`config.mk`:
```
export PLATFORM = sky130hd
export DESIGN_NAME = washer_plant_responder
export DESIGN_NICKNAME = d
export VERILOG_FILES = /design/src/rtl/wm_pkg.sv /design/src/rtl/wm_phase_timer.sv /design/src/rtl/washer_plant_responder.sv
export SDC_FILE = /design/constraint.sdc
export NUM_CORES = 1
export LEC_CHECK = 0
export CORE_ASPECT_RATIO = 0.8
export CORE_UTILIZATION = 43
export CTS_CLUSTER_DIAMETER = 150
export DETAILED_ROUTE_END_ITERATION = 6
export PLACE_DENSITY = 0.73
export RECOVER_POWER = 50
export SYNTH_ARGS = -nofsm -noshare
export SYNTH_HDL_FRONTEND = slang
export SYNTH_SLANG_ARGS = --single-unit
```
`constraint.sdc`:
```
create_clock -name clk -period 2.3 [get_ports clk]
set_clock_uncertainty 0.15 [all_clocks]
set_input_delay 0.345 -clock clk [delete_from_list [all_inputs] [get_ports clk]]
set_output_delay 0.345 -clock clk [all_outputs]
set_load 0.05 [all_outputs]
```
`src/rtl/wm_pkg.sv`:
```
// Shared types and default constants for the washing-machine plant model.
package wm_pkg;

  typedef enum logic [1:0] {
    PH_OFF     = 2'd0,
    PH_AGITATE = 2'd1,
    PH_SPIN    = 2'd2
  } phase_t;

  localparam int unsigned DEF_LEVEL_MAX   = 8;
  localparam int unsigned DEF_DOSE_CYCLES = 2;
  localparam int unsigned DEF_WASH_CYCLES = 16;
  localparam int unsigned DEF_SPIN_CYCLES = 12;

  function automatic int unsigned max_u(input int unsigned a, input int unsigned b);
    return (a > b) ? a : b;
  endfunction

endpackage

```
`src/rtl/wm_phase_timer.sv`:
```
// Saturating phase timer: clears to zero, counts up to limit, flags when it gets there.
module wm_phase_timer #(
  parameter int unsigned TW = 4
) (
  input  logic          clk,
  input  logic          reset_n,
  input  logic          clear,
  input  logic          enable,
  input  logic [TW-1:0] limit,
  output logic          expired
);

  logic [TW-1:0] count;

  always_ff @(posedge clk or negedge reset_n) begin
    if (!reset_n) begin
      count <= '0;
    end else if (clear) begin
      count <= '0;
    end else if (enable && (count != limit)) begin
      count <= count + 1'b1;
    end
  end

  assign expired = (count == limit);

endmodule

```
`src/rtl/washer_plant_responder.sv`:
```
// Plant model closing the loop around the washing-machine controller: tank level,
// detergent dosing and motor phase timers, all decoded from registered state.
module washer_plant_responder
  import wm_pkg::*;
#(
  parameter int unsigned LEVEL_MAX   = DEF_LEVEL_MAX,
  parameter int unsigned DOSE_CYCLES = DEF_DOSE_CYCLES,
  parameter int unsigned WASH_CYCLES = DEF_WASH_CYCLES,
  parameter int unsigned SPIN_CYCLES = DEF_SPIN_CYCLES
) (
  input  logic                           clk,
  input  logic                           reset_n,
  input  logic                           fill_value_on,
  input  logic                           drain_value_on,
  input  logic                           motor_on,
  input  logic                           soap_wash,
  input  logic                           water_wash,
  input  logic                           door_lock,
  input  logic                           done,
  output logic                           filled,
  output logic                           drained,
  output logic                           detergent_added,
  output logic                           cycle_timeout,
  output logic                           spin_timeout,
  output logic [$clog2(LEVEL_MAX+1)-1:0] water_level,
  output logic                           door_fault
);

  localparam int unsigned LW = $clog2(LEVEL_MAX + 1);
  localparam int unsigned DW = $clog2(DOSE_CYCLES + 1);
  localparam int unsigned TW = $clog2(max_u(WASH_CYCLES, SPIN_CYCLES) + 1);

  localparam logic [LW-1:0] LEVEL_FULL = LW'(LEVEL_MAX);
  localparam logic [DW-1:0] DOSE_LAST  = DW'(DOSE_CYCLES - 1);

  logic [LW-1:0] level;
  logic [DW-1:0] dose_cnt;
  logic          dose_done;
  logic          dose_clear;
  phase_t        phase, phase_nxt;
  logic          timer_clear;
  logic          timer_enable;
  logic [TW-1:0] timer_limit;
  logic          timer_expired;

  // Rinse mode times exactly like soap mode, so it has no effect here.
  logic unused_water_wash;
  assign unused_water_wash = water_wash;

  // Tank level: saturating up/down counter; both valves open cancels out.
  always_ff @(posedge clk or negedge reset_n) begin
    if (!reset_n) begin
      level <= '0;
    end else if (fill_value_on && !drain_value_on && (level != LEVEL_FULL)) begin
      level <= level + 1'b1;
    end else if (drain_value_on && !fill_value_on && (level != '0)) begin
      level <= level - 1'b1;
    end
  end

  assign filled      = (level == LEVEL_FULL);
  assign drained     = (level == '0);
  assign water_level = level;
  assign door_fault  = !door_lock && (level != '0);

  // A clear outranks a same-cycle dose completion.
  assign dose_clear = done || !door_lock;

  always_ff @(posedge clk or negedge reset_n) begin
    if (!reset_n) begin
      dose_cnt  <= '0;
      dose_done <= 1'b0;
    end else if (dose_clear) begin
      dose_cnt  <= '0;
      dose_done <= 1'b0;
    end else if (!soap_wash) begin
      dose_cnt <= '0;
    end else if (filled && !dose_done) begin
      if (dose_cnt == DOSE_LAST) begin
        dose_cnt  <= '0;
        dose_done <= 1'b1;
      end else begin
        dose_cnt <= dose_cnt + 1'b1;
      end
    end
  end

  assign detergent_added = dose_done;

  always_ff @(posedge clk or negedge reset_n) begin
    if (!reset_n) begin
      phase <= PH_OFF;
    end else begin
      phase <= phase_nxt;
    end
  end

  // Staying in AGITATE with drain open would mean drain rose, so level tests suffice.
  always_comb begin
    phase_nxt = phase;
    if (!motor_on) begin
      phase_nxt = PH_OFF;
    end else begin
      unique case (phase)
        PH_OFF:     phase_nxt = drain_value_on ? PH_SPIN : PH_AGITATE;
        PH_AGITATE: if (drain_value_on)  phase_nxt = PH_SPIN;
        PH_SPIN:    if (!drain_value_on) phase_nxt = PH_AGITATE;
        default:    phase_nxt = PH_OFF;
      endcase
    end
  end

  always_comb begin
    timer_clear   = (phase_nxt != phase) || (phase_nxt == PH_OFF);
    timer_enable  = (phase != PH_OFF);
    timer_limit   = (phase == PH_SPIN) ? TW'(SPIN_CYCLES) : TW'(WASH_CYCLES);
    cycle_timeout = (phase == PH_AGITATE) && timer_expired;
    spin_timeout  = (phase == PH_SPIN) && timer_expired;
  end

  wm_phase_timer #(
    .TW(TW)
  ) u_phase_timer (
    .clk     (clk),
    .reset_n (reset_n),
    .clear   (timer_clear),
    .enable  (timer_enable),
    .limit   (timer_limit),
    .expired (timer_expired)
  );

endmodule

```
==> results.toml <==
[place]
portBuffers = 17
dpl.hpwl_um = 1380
post-place-ws_ns = -0.168
gp_congestion = 0.799

[floorplan]
rows = 13
start_util_pct = 48.4
ioPinCount = 19
die_w_um = 51.0
dieArea_um2 = 2100
die_h_um = 41.2
core_area_um2 = 1710

[sta]
period_minus_slack_ns = 2.40
fin_crit_sh_pct = 105
fmax_mhz = 416
rsz0062_at_grt = "true"
slew_headroom_pct = 58.5
worstMarginPinSlew_ns = 0.621
timing.final.hold_violations = 0
setup_ws_ns = -0.105
fin_setup_tns_ns = -0.105
finalSetupViolCount = 1
drv_slew = 0

[clock_tree]
cts.clk_slew.worst_paths_ns = 0.08
hold_buffers = 0
cts_buffer_depth = 2
htreeDepth = 1
cts_tree = "built"
clk_latency_ns = 0.27
cts_root_buffer = "clkbuf_4"
cts_made_buffers = 3
cts.sinks = 14

[power_and_ir_drop]
ir_drop_v = 0.000936
p_leak_nw = 0.521
p_per_area_nw_per_um2 = 989

[worst_setup_path]
worst_ep_required_time_ns = 2.29
reg2reg_depth = 6
path_cells = "or4b_4, nand2_4, ha_4, a21o_2, a21oi_2, mux4_2"
worstReg2RegEnd = "water_level[3]$_DFFE_PN0P_"
critPathLaunchType = "flop"
critPathMaxFanout = 3
regToRegStartpoint = "water_level[0]$_DFFE_PN0P_"
critical_path_class = "reg2reg"
cp_slowest_cell = "or4b_4"
cpPeakStageDelay_ns = 0.52
reg2reg_slack_ns = -0.10
endpoint_kind = "flop"
cp.arrival_ns = 2.40

[yosys]
synthTopCellsByArea = "dfrtp_1 (42%), ha_1 (6.1%), xor2_1 (3.2%)"
syn_nets = 91
synth_area_leader_cell = "dfrtp_1"
yosysSeqAreaShare_pct = 42.4
synth.top_cell.area_share_pct = 42.4
synth_cell_types = 34
post-synth-top-count-cell = "dfrtp_1"
synth_edf_count = 0
synthTopCellsByCount = "dfrtp_1 (14), inv_1 (6), ha_1 (4), nor2_1 (4), nor2b_1 (4)"
ys_seq_elements = 14
ys_warn_count = 0
synth_cells = 77
syn_area_per_cell_um2 = 10.7
ys.flop_type = "dfrtp_1"
async_reset_ff_share_pct = 100
synthesis.area_um2 = 827

[cells_and_area]
multi_input_area_um2 = 512
n_antenna_cell = 0
register_area_um2 = 358
utilization_pct = 73.7
drive_above_1_share_pct = 33.0
nNetsFinal = 124
nFillCells = 131
synthToLayoutAreaGrowth_pct = 52.2

[route]
wl_per_cell_um = 13.4
drc_errors = 0
route.antenna.remaining_nets = 0
avgViaCountPerCell = 5.22
firstDrtPassIters = 4
routed_wl_um = 1750
initialDrtViolationCount = 20
vias = 684

[global_routing]
gr-total-overflow = 0
antenna_found_initial = 0
grt_usage_pct = 19.9
grt_max_degree = 15
grt_pass1_wl_um = 2860
grt_pass1_vias = 625

[outcome]
status = "complete, but fails checks"
violations = "setup timing"

[worst_hold_path]
hold_class = "in2async"

[run]
drv_cap = 0
[repair_timing]
item,CTS,global route
buffers inserted,2,0
pin swaps,2,1
endpoints found under the setup margin,1,3
resized for setup,0,2
hold endpoints to repair,0,0
[area by class of cell]
cell class / count / area share, %
inverter: 6 / 1.79
clock buffer: 4 / 2.88
multi-input combinational: 57 / 40.7
tap: 22 / 2.19
sequential: 14 / 28.4
timing repair buffer: 28 / 24.1
[through the flow]
stage	area [um2]	instances	power [W]	hold WS, ns
after floorplan	876	77	0.000762	-0.101
after global placement	1190	125	0.00103	0.344
after detailed placement	1190	125	0.00104	0.383
after CTS	1240	131	0.00122	0.318
after global routing	1260	131	0.00132	0.424
final	1260	131	0.00124	0.369
[worst max path at each step]
stage,from,to,slack [ns],cells past startpoint
floorplan,water_level[1]$_DFFE_PN0P_,water_level[3]$_DFFE_PN0P_,-0.23,6
global placement,drain_value_on,water_level[3]$_DFFE_PN0P_,-0.12,7
detailed placement,drain_value_on,water_level[3]$_DFFE_PN0P_,-0.17,7
CTS,water_level[0]$_DFFE_PN0P_,water_level[3]$_DFFE_PN0P_,-0.13,6
global route,water_level[0]$_DFFE_PN0P_,water_level[3]$_DFFE_PN0P_,-0.16,6
finish,water_level[0]$_DFFE_PN0P_,water_level[3]$_DFFE_PN0P_,-0.10,6
[per-layer routing]
| layer | wire [um] | up-vias | share of wire [%] | global-route usage, % |
|---|---|---|---|---|
| met2 | 817 | 17 | 47 | 32.2 |
| met4 | 12 | 0 | 0.68 | 6.25 |
| met3 | 81 | 2 | 4.6 | 5.56 |
| met1 | 841 | 323 | 48 | 26.2 |
| met5 | 0 | - | 0 | 0 |
| li1 | - | 342 | - | - |
[placed cells by master (no fill, tap or decap), types with 2 or more instances in the layout]
master           count
a21boi_0             3
buf_12               5
buf_4               11
clkbuf_4             3
clkdlybuf4s50_1     10
dfrtp_1             10
dfrtp_2              3
dlygate4sd3_1        2
ha_1                 2
ha_4                 2
inv_1                6
nand2_1              2
nand2b_1             2
nand3_1              2
nand4b_1             2
nor2_1               4
nor2b_1              4
nor3b_1              2
o21ai_0              3
or3_1                3
xor2_1               3
[sequential cells by signal, summed over array words and instances, names as in the netlist]
register	count
detergent_added	1
dose_cnt	2
phase	2
u_phase_timer.count	5
water_level	4
[worst max-delay path, delay by kind of cell, from the launching register on]
kind / cells / cell delay (ns)
simple gates: 2 / 0.62
mux: 1 / 0.51
flops: 1 / 0.48
compound gates: 2 / 0.33
fa+ha+maj: 1 / 0.19
[power breakdown]
part	internal, W	leakage (nW)	switching (W)
sequential	0.000298	0.180	0.0000245
clock	0.0000961	0.0210	0.0000755
combinational	0.000346	0.320	0.000405
[cell families after synthesis]
group	share of synthesized area [%]
AO/OA/AOI/OAI	11.2
flip-flops	42.4
adder cells (fa/ha/maj)	8.47
AND/OR/NAND/NOR	24.4
multiplexers	6.66
buffers and inverters	2.72
XOR/XNOR	4.24
No activity file was read; power rests on OpenSTA's default activity.
